## config.mk

```make
export PLATFORM = sky130hd
export DESIGN_NAME = hazard_ctrl
export DESIGN_NICKNAME = d
export VERILOG_FILES = /design/src/rtl/hazard_ctrl_pkg.sv /design/src/rtl/hazard_ctrl_perf_cnt.sv /design/src/rtl/hazard_ctrl.sv
export SDC_FILE = /design/constraint.sdc
export NUM_CORES = 1
export LEC_CHECK = 0
export BUFFER_PORTS_ARGS = -buffer_cell sky130_fd_sc_hd__buf_2
export CAP_MARGIN = 20
export CORE_MARGIN = 2
export CORE_UTILIZATION = 45
export CTS_CLUSTER_DIAMETER = 50
export DETAILED_ROUTE_END_ITERATION = 8
export PLACE_DENSITY_LB_ADDON = 0.08
export SYNTH_ARGS = -nofsm -noshare
export SYNTH_HDL_FRONTEND = slang
export SYNTH_SLANG_ARGS = --single-unit
```

## constraint.sdc

```tcl
create_clock -name clk_i -period 1.86 [get_ports clk_i]
set_input_delay 0.093 -clock clk_i [delete_from_list [all_inputs] [get_ports clk_i]]
set_output_delay 0.093 -clock clk_i [all_outputs]
set_load 0.01 [all_outputs]
```

## src/rtl/hazard_ctrl_pkg.sv

```systemverilog
// Shared types for the pipeline hazard controller.
package hazard_ctrl_pkg;

    localparam int unsigned ADDR_W_DEF = 32;
    localparam int unsigned RA_W_DEF   = 5;
    localparam int unsigned CNT_W_DEF  = 32;

    // HZ_RUN / HZ_REDIRECT / HZ_MEM_WAIT keep the legacy 2-bit encodings.
    typedef enum logic [1:0] {
        HZ_RUN      = 2'd0,
        HZ_REDIRECT = 2'd1,
        HZ_MEM_WAIT = 2'd2
    } hz_state_e;

    // Same-cycle stall/flush controls sent to the pipeline registers.
    typedef struct packed {
        logic pc_stall;
        logic if_id_stall;
        logic if_id_flush;
        logic id_exe_flush;
        logic pipe_hold;
    } hz_ctrl_t;

endpackage

```

## src/rtl/hazard_ctrl_perf_cnt.sv

```systemverilog
// Saturating event counter with synchronous active-high clear.
module hazard_perf_cnt #(
    parameter int unsigned W = 32
) (
    input  logic         clk,
    input  logic         rst,
    input  logic         inc,
    output logic [W-1:0] count
);

    // Count one event per cycle and stick at all-ones.
    always_ff @(posedge clk) begin
        if (rst) begin
            count <= '0;
        end else if (inc && (count != '1)) begin
            count <= count + W'(1);
        end
    end

endmodule

```

## src/rtl/hazard_ctrl.sv

```systemverilog
// Pipeline hazard controller: load-use bubble, registered branch/jump
// redirect, and a global freeze while data memory is busy.
// Optional macro HAZARD_PERF_CNT_EN adds saturating performance counters.
module hazard_ctrl
    import hazard_ctrl_pkg::*;
#(
    parameter int unsigned ADDR_W = ADDR_W_DEF,
    parameter int unsigned RA_W   = RA_W_DEF
`ifdef HAZARD_PERF_CNT_EN
    ,
    parameter int unsigned CNT_W  = CNT_W_DEF
`endif
) (
    input  logic              clk_i,
    input  logic              rst_i,
    input  logic [RA_W-1:0]   id_rs1_i,
    input  logic [RA_W-1:0]   id_rs2_i,
    input  logic              id_use_rs1_i,
    input  logic              id_use_rs2_i,
    input  logic              ex_MemRead_i,
    input  logic [RA_W-1:0]   ex_reg_dest_i,
    input  logic              ex_branch_taken_i,
    input  logic [ADDR_W-1:0] ex_branch_addr_i,
    input  logic              ex_jump_enable_i,
    input  logic [ADDR_W-1:0] ex_jump_addr_i,
    input  logic              mem_busy_i,
    output logic              pc_stall_o,
    output logic              if_id_stall_o,
    output logic              if_id_flush_o,
    output logic              id_exe_flush_o,
    output logic              pipe_hold_o,
    output logic              redirect_valid_o,
    output logic [ADDR_W-1:0] redirect_addr_o
`ifdef HAZARD_PERF_CNT_EN
    ,
    output logic [CNT_W-1:0]  perf_lu_cnt_o,
    output logic [CNT_W-1:0]  perf_redirect_cnt_o,
    output logic [CNT_W-1:0]  perf_memwait_cnt_o
`endif
);

    hz_state_e         state;
    hz_state_e         state_nxt;
    hz_ctrl_t          ctrl;
    logic              lu;
    logic              ct;
    logic [ADDR_W-1:0] ct_target;
    logic              capture;
    logic              release_redir;
    logic              redirect_valid;
    logic [ADDR_W-1:0] redirect_addr;

    // Hazard detection; x0 never creates a dependency, jump beats branch.
    assign lu = ex_MemRead_i && (ex_reg_dest_i != '0) &&
                ((id_use_rs1_i && (id_rs1_i == ex_reg_dest_i)) ||
                 (id_use_rs2_i && (id_rs2_i == ex_reg_dest_i)));
    assign ct        = ex_branch_taken_i | ex_jump_enable_i;
    assign ct_target = ex_jump_enable_i ? ex_jump_addr_i : ex_branch_addr_i;

    // Next state and same-cycle controls; priority mem_busy > ct > lu.
    always_comb begin
        state_nxt     = state;
        ctrl          = '0;
        capture       = 1'b0;
        release_redir = 1'b0;
        case (state)
            HZ_REDIRECT: begin
                ctrl.if_id_flush  = 1'b1;
                ctrl.id_exe_flush = 1'b1;
                if (mem_busy_i) begin
                    ctrl.pipe_hold = 1'b1;
                    ctrl.pc_stall  = 1'b1;
                end else begin
                    release_redir = 1'b1;
                    state_nxt     = HZ_RUN;
                end
            end
            HZ_RUN, HZ_MEM_WAIT: begin
                if (mem_busy_i) begin
                    ctrl.pipe_hold   = 1'b1;
                    ctrl.pc_stall    = 1'b1;
                    ctrl.if_id_stall = 1'b1;
                    state_nxt        = HZ_MEM_WAIT;
                end else if (ct) begin
                    ctrl.if_id_flush  = 1'b1;
                    ctrl.id_exe_flush = 1'b1;
                    capture           = 1'b1;
                    state_nxt         = HZ_REDIRECT;
                end else begin
                    state_nxt = HZ_RUN;
                    if (lu) begin
                        ctrl.pc_stall     = 1'b1;
                        ctrl.if_id_stall  = 1'b1;
                        ctrl.id_exe_flush = 1'b1;
                    end
                end
            end
            default: state_nxt = HZ_RUN;
        endcase
    end

    // State register.
    always_ff @(posedge clk_i) begin
        if (rst_i) begin
            state <= HZ_RUN;
        end else begin
            state <= state_nxt;
        end
    end

    // Redirect target register; held across a memory stall, dropped on exit.
    always_ff @(posedge clk_i) begin
        if (rst_i) begin
            redirect_valid <= 1'b0;
            redirect_addr  <= '0;
        end else if (capture) begin
            redirect_valid <= 1'b1;
            redirect_addr  <= ct_target;
        end else if (release_redir) begin
            redirect_valid <= 1'b0;
            redirect_addr  <= '0;
        end
    end

    assign pc_stall_o       = ctrl.pc_stall;
    assign if_id_stall_o    = ctrl.if_id_stall;
    assign if_id_flush_o    = ctrl.if_id_flush;
    assign id_exe_flush_o   = ctrl.id_exe_flush;
    assign pipe_hold_o      = ctrl.pipe_hold;
    assign redirect_valid_o = redirect_valid;
    assign redirect_addr_o  = redirect_addr;

`ifdef HAZARD_PERF_CNT_EN
    logic lu_bubble;
    logic in_mem_wait;

    // Event strobes: bubble inserted, redirect entered, cycle spent waiting.
    assign lu_bubble   = (state != HZ_REDIRECT) && !mem_busy_i && !ct && lu;
    assign in_mem_wait = (state == HZ_MEM_WAIT);

    hazard_perf_cnt #(.W(CNT_W)) u_lu_cnt (
        .clk   (clk_i),
        .rst   (rst_i),
        .inc   (lu_bubble),
        .count (perf_lu_cnt_o)
    );

    hazard_perf_cnt #(.W(CNT_W)) u_redirect_cnt (
        .clk   (clk_i),
        .rst   (rst_i),
        .inc   (capture),
        .count (perf_redirect_cnt_o)
    );

    hazard_perf_cnt #(.W(CNT_W)) u_memwait_cnt (
        .clk   (clk_i),
        .rst   (rst_i),
        .inc   (in_mem_wait),
        .count (perf_memwait_cnt_o)
    );
`endif

endmodule

```

==> run_results.csv, run 1 <==
group,metric,value,unit
outcome,outcome,"complete, no violations",
setup_path,worstSetupPathType,"flip-flop to primary output",
layout,design_area,2560,sq um
layout,seq_area,700.7,sq um
timing,hold_slack,0.2076,ns
drt,drt_wl_total,4640,um
timing,fmax,631.3,MHz
synth,synth_nets,303,
placement,gp_congestion,0.7316,
drt,drcViolationCount,0,
timing,slew_violations,0,
synth,ys_seq_area_frac,0.3761,
synth,synth.cell_area,1863,sq um
layout,n_fill_cell,369,
synth,syn_inst,216,
floorplan,die_h,68.35,um
floorplan,rows,23,
timing,finalSetupViolations,0,
synth,synth.distinct_cells,27,
grt,grt-ovfl-total,0,
synth,async_reset_ff_frac,0,
synth,syn_area_per_cell,8.625,sq um
grt,grt_max_degree,36,
clock_network,insertion_delay,0.28,ns
timing,tightest_slew,0.6504,ns
clock_network,root_buffer,"clkbuf_8",
clock_network,cts_setup_buffers,0,
timing,slew_headroom,0.5664,
grt,antenna_found_initial,0,
timing,setup_slack,0.2760,ns
synth,ys_warn_count,0,
setup_path,cp-start-kind,"flip-flop",
placement,dpl_worst_slack,0.4470,ns
grt,grt_pass1_wl,7120,um
power,leakage,1.211,nW
layout,final_layout_size_suffix_gt1_frac,0.5150,
layout,utilization,0.6400,
synth,ys.flop_type,"dfxtp_1",
layout,layout_common_cells,"124 x buf_2, 35 x dfxtp_1, 34 x nand2_1, 34 x a21oi_1, 32 x mux2_2",
clock_network,postCtsHoldBufs,0,
timing,final_hold_viol_count,0,
clock_network,cts_buffers,5,
timing,rsz0062_at_grt,"false",
synth,synth_top_area_cell,"dfxtp_1",
placement,io_buffers,124,
floorplan,core_area,4000,sq um
drt,drtPass1Iterations,4,
setup_path,critical_path_required,1.77,ns
layout,nNetsFinal,422,
setup_path,slowest_delay,0.42,ns
clock_network,clock-sinks,35,
setup_path,cp-end-kind,"primary output",
drt,vias,1906,
floorplan,die_w,68.35,um
power,irDropWorstVdd,0.4475,mV
drt,wl_per_cell,12.08,um
floorplan,dieArea,4671,sq um
layout,mostFrequentLayoutCell,"buf_2",
grt,grt_usage,0.2039,
clock_network,cts_resized,0,
layout,n_antenna_cell,0,
clock_network,cts_tree,"built",
synth,synth_area_leaders,"dfxtp_1 38%, mux2_2 19%, a21oi_1 9.1%, o21ai_1 8.3%, nand2_1 6.9%",
setup_path,worstPathCellList,"nor2b_1 -> a21oi_4 -> buf_4 -> o41ai_2 -> buf_2",
drt,drt-initial-drc-count,60,
clock_network,htree_levels,2,
drt,vias_per_cell,4.964,
setup_path,cpMaxStageDelayCell,"dfxtp_1",
synth,synth_top_area_frac,0.3761,
synth,synth-edff-count,0,
grt,grt_pass1_vias,1658,
placement,dp_hpwl,3422,um
timing,fin_crit,1.584,ns
clock_network,clockBufferDepth,2,
synth,ys_ff_latch,35,
timing,fin_setup_tns,0,ns
setup_path,crit_arrival,1.49,ns
floorplan,start_util,0.4657,
layout,area_growth_syn_to_layout,37.41,%
drt,ant_nets,0,
layout,multi_input_area,1047,sq um
timing,final.setup_skew,0.003378,ns
setup_path,crit_fanout,19,
min_path,hold_path.class,"primary input to flip-flop",
floorplan,ios,125,
flow_run,maxCapViolCount,0,
placement,place_area,2487,sq um
power,power-per-cell-area,685.9,nW/um^2
timing,finalCritPeriodShare,0.8516,
clock_network,clk_pin_slew_worst_paths,0.06,ns
[state kept, by name, summed over array words and instances, names as in the netlist]
| signal | count |
|---|---|
| redirect_valid_o | 1 |
| state | 2 |
| redirect_addr_o | 32 |
[worst max-delay path, delay by kind of cell (launching register included)]
family	cells	cell delay [ns]
compound gates	2	0.11
buf+inv	2	0.38
flops	1	0.42
simple gates	1	0.30
[report_power, final]
| group | switching [mW] | internal [mW] | total [mW] | leakage, nW |
|---|---|---|---|---|
| Combinational | 0.222 | 0.223 | 0.446 | 0.886 |
| Clock | 0.236 | 0.249 | 0.485 | 0.0371 |
| Sequential | 0.0230 | 0.803 | 0.826 | 0.287 |
| Total | 0.481 | 1.27 | 1.76 | 1.21 |
[layout make-up]
class                           count  share of cell area
Multi-Input combinational cell    161              0.4091
Tap cell                           50             0.02444
Clock buffer                        6             0.02835
Timing Repair Buffer              131              0.2630
Sequential cell                    35              0.2737
Inverter                            1            0.001466
[logic make-up after synthesis]
family	Yosys count	synth area share
xor+xnor	10	0.04701
compound gates	74	0.2156
buf+inv	20	0.06179
simple gates	45	0.1061
flops	35	0.3761
mux	32	0.1934
[synth_stat cells, drive strengths merged (2+ instances only)]
| master | n |
|---|---|
| a21oi | 35 |
| and2 | 2 |
| buf | 12 |
| clkbuf | 7 |
| dfxtp | 35 |
| mux2 | 32 |
| nand2 | 34 |
| nor2 | 2 |
| nor4 | 2 |
| o21ai | 35 |
| xnor2 | 2 |
| xor2 | 8 |
[path summary, 6_finish.rpt]
path	start	endpoint	slack [ns]	cells past startpoint
worst max-delay path	state[0]	id_exe_flush_o	0.28	5
worst min-delay path	ex_jump_addr_i[4]	redirect_addr_o[4]	0.21	4
worst max register to register	state[0]	redirect_addr_o[3]	0.49	5
worst min register to register	redirect_addr_o[2]	redirect_addr_o[2]	0.47	2
[layer usage]
layer / track usage / vias to the layer above / wire [um]
met4: 0.07250 / 0 / 70
met3: 0.06908 / 7 / 403
met5: 0 / - / 0
met1: 0.2399 / 836 / 2045
met2: 0.3434 / 74 / 2121
li1: - / 989 / -
[per-stage QoR]
stage          cells  power [mW]
2_1_floorplan    216       1.112
3_3_place_gp     378       1.287
3_5_place_dp     378       1.291
4_1_cts          384       1.780
5_1_grt          384       1.863
6_report         384       1.756
(Power assumes the default switching activity.)
==> inputs of run 2 (changes only) <==
--- a/config.mk
+++ b/config.mk
@@ -5,12 +5,12 @@
 export SDC_FILE = /design/constraint.sdc
 export NUM_CORES = 1
 export LEC_CHECK = 0
-export BUFFER_PORTS_ARGS = -buffer_cell sky130_fd_sc_hd__buf_2
 export CAP_MARGIN = 20
 export CORE_MARGIN = 2
-export CORE_UTILIZATION = 45
+export CORE_UTILIZATION = 55
 export CTS_CLUSTER_DIAMETER = 50
 export DETAILED_ROUTE_END_ITERATION = 8
+export DONT_BUFFER_PORTS = 1
 export PLACE_DENSITY_LB_ADDON = 0.08
 export SYNTH_ARGS = -nofsm -noshare
 export SYNTH_HDL_FRONTEND = slang
==> run 2 against run 1 <==
Clock-buffer cell count unchanged. Sequential cell count did not move. Combinational power down 40%. Fmax down 5.6%. Wire length fell by 5.7%. Sequential share of layout area is 8.8 points higher. Core utilization down 5.0 points. Critical path depth shrank 2. Die area down 17%. Worst setup slack worse by 0.093 ns.
==> run_results.csv, run 2 (same netlist as run 1, synthesis figures left out) <==
group,metric,value,unit
setup_path,crit_fanout,18,
timing,slew_violations,0,
setup_path,cpMaxStageDelayCell,"a21oi_4",
clock_network,cts_tree,"built",
outcome,outcome,"complete, no violations",
clock_network,htree_levels,2,
clock_network,insertion_delay,0.34,ns
power,seqPwrFrac,0.563,
drt,drcViolationCount,0,
power,switchingPower,454.1,uW
setup_path,cp-start-kind,"flip-flop",
setup_path,cp-end-kind,"primary output",
floorplan,ios,125,
timing,tightest_slew,0.7827,ns
timing,finalSetupViolations,0,
setup_path,critical_path_required,1.77,ns
floorplan,core_area,3284,sq um
setup_path,worstSetupPathType,"flip-flop to primary output",
timing,finalCritPeriodShare,0.9018,
grt,grt_max_degree,37,
power,switching_share,0.2971,
layout,area_growth_syn_to_layout,3.963,%
placement,dp_hpwl,2999,um
power,p_int,1.074,mW
setup_path,crit_arrival,1.58,ns
min_path,min_from,"ex_branch_addr_i[22]",
floorplan,die_h,62.20,um
placement,gp_congestion,0.6538,
setup_path,slowest_delay,0.46,ns
clock_network,clockBufferDepth,2,
layout,layout_common_cells,"35 x dfxtp_1, 34 x nand2_1, 34 x a21oi_1",
power,power-per-cell-area,789.1,nW/um^2
grt,grt_usage,0.2206,
drt,ant_nets,0,
flow_run,maxCapViolCount,0,
drt,wl_per_cell,17.02,um
floorplan,dieArea,3869,sq um
timing,setup_slack,0.1827,ns
drt,vias_per_cell,5.860,
clock_network,cts_setup_buffers,0,
min_path,hold_path.class,"primary input to flip-flop",
min_path,hold_end,"redirect_addr_o[22]",
power,leakage,0.6718,nW
power,combPwrFrac,0.175,
clock_network,cts_buffers,5,
layout,nNetsFinal,297,
timing,final_hold_viol_count,0,
setup_path,r2r_slack,0.36,ns
timing,fmax,596.2,MHz
drt,vias,1506,
timing,slew_headroom,0.4782,
power,irDropWorstVdd,0.5332,mV
floorplan,rows,21,
setup_path,worstPathCellList,"nor2b_1 -> a21oi_4 -> o41ai_2",
placement,place_area,1824,sq um
layout,utilization,0.5897,
layout,mostFrequentLayoutCell,"dfxtp_1",
timing,fin_setup_tns,0,ns
drt,drt_wl_total,4375,um
placement,io_buffers,0,
timing,final.setup_skew,0.005324,ns
clock_network,clk_pin_slew_worst_paths,0.11,ns
layout,n_antenna_cell,0,
drt,drtPass1Iterations,4,
timing,rsz0062_at_grt,"false",
setup_path,crit-reg2reg-capture,"redirect_addr_o[26]",
layout,design_area,1937,sq um
timing,fin_crit,1.677,ns
placement,dpl_worst_slack,0.2633,ns
grt,grt-ovfl-total,0,
layout,final_layout_size_suffix_gt1_frac,0.2275,
setup_path,worst-path-buf-inv,0,
clock_network,cts_resized,0,
grt,antenna_found_initial,0,
clock_network,clock-sinks,35,
layout,n_fill_cell,318,
grt,grt_pass1_vias,1466,
power,p_clk_frac,0.262,
clock_network,root_buffer,"clkbuf_4",
setup_path,path_delay_family,"compound AO/OA/AOI/OAI gates",
min_path,min_path_cells,3,
grt,grt_pass1_wl,6844,um
floorplan,start_util,0.5672,
floorplan,die_w,62.20,um
setup_path,r2r-start,"state[0]",
setup_path,worst-r2r-cell-count,4,
power,total_power,1.528,mW
drt,drt-initial-drc-count,40,
layout,largest_reg_flops,32,
-- run 2: changes by cell type in the layout (fill, tap and decap cells not counted) --
| cell | delta |
|---|---|
| a21oi_2 | +1 |
| buf_12 | +2 |
| buf_2 | -124 |
| buf_4 | -5 |
| clkbuf_4 | +5 |
| clkbuf_8 | -5 |
| clkinv_2 | +1 |
| clkinvlp_4 | +1 |
| dlygate4sd3_1 | +1 |
-- run 2: worst max-delay path by stage --
stage | startpoint | to | slack (ns) | cells after the start
after floorplan | state[0] | redirect_addr_o[0] | 0.68 | 6
after global placement | state[0] | redirect_valid_o | 0.29 | 4
after detailed placement | state[0] | redirect_addr_o[2] | 0.26 | 4
after CTS | state[0] | id_exe_flush_o | 0.17 | 3
after global routing | state[0] | id_exe_flush_o | 0.08 | 3
final | state[0] | id_exe_flush_o | 0.18 | 3
-- run 2: power groups by stage --
stage / logic [mW] / registers [mW] / clock network (mW)
after floorplan: 0.245 / 0.867 / 0
after global placement: 0.219 / 0.878 / 0
after detailed placement: 0.227 / 0.879 / 0
after CTS: 0.268 / 0.862 / 0.418
after global routing: 0.297 / 0.868 / 0.444
final: 0.267 / 0.861 / 0.400
-- run 2: final cells by class --
type / instances / area (sq um) / share of cell area
multi-input cells: 162 / 1056 / 0.5452
flip-flops and latches: 35 / 700.7 / 0.3618
repair buffers: 5 / 65.06 / 0.03359
well taps: 46 / 57.56 / 0.02972
clock buffers: 6 / 41.29 / 0.02132
clock inverters: 2 / 12.51 / 0.006460
inverters: 1 / 3.754 / 0.001938
-- run 2: what timing repair did --
item	CTS	global route
hold buffers	3	0
endpoints found under the setup margin	2	0
endpoints found under the hold margin	35	0
-- run 2: stage by stage --
stage | hold slack, ns | std cells
finish | 0.06948 | 257
floorplan | 0.3024 | 216
detailed placement | 0.1681 | 245
CTS | 0.05267 | 257
global placement | 0.1669 | 245
global route | 0.05546 | 257
-- run 2: tightest hold or removal path, delay by kind of cell --
kind / cells / cell delay, ns
mux: 1 / 0.12
compound gates: 1 / 0.12
simple gates: 1 / 0.04
-- run 2: per-layer routing --
metal | up-vias | part of all wire | global-route usage
met1 | 666 | 0.39 | 0.2497
met5 | - | 0 | 0
li1 | 747 | - | -
met4 | 0 | 0.018 | 0.07222
met2 | 84 | 0.48 | 0.3804
met3 | 9 | 0.11 | 0.08696
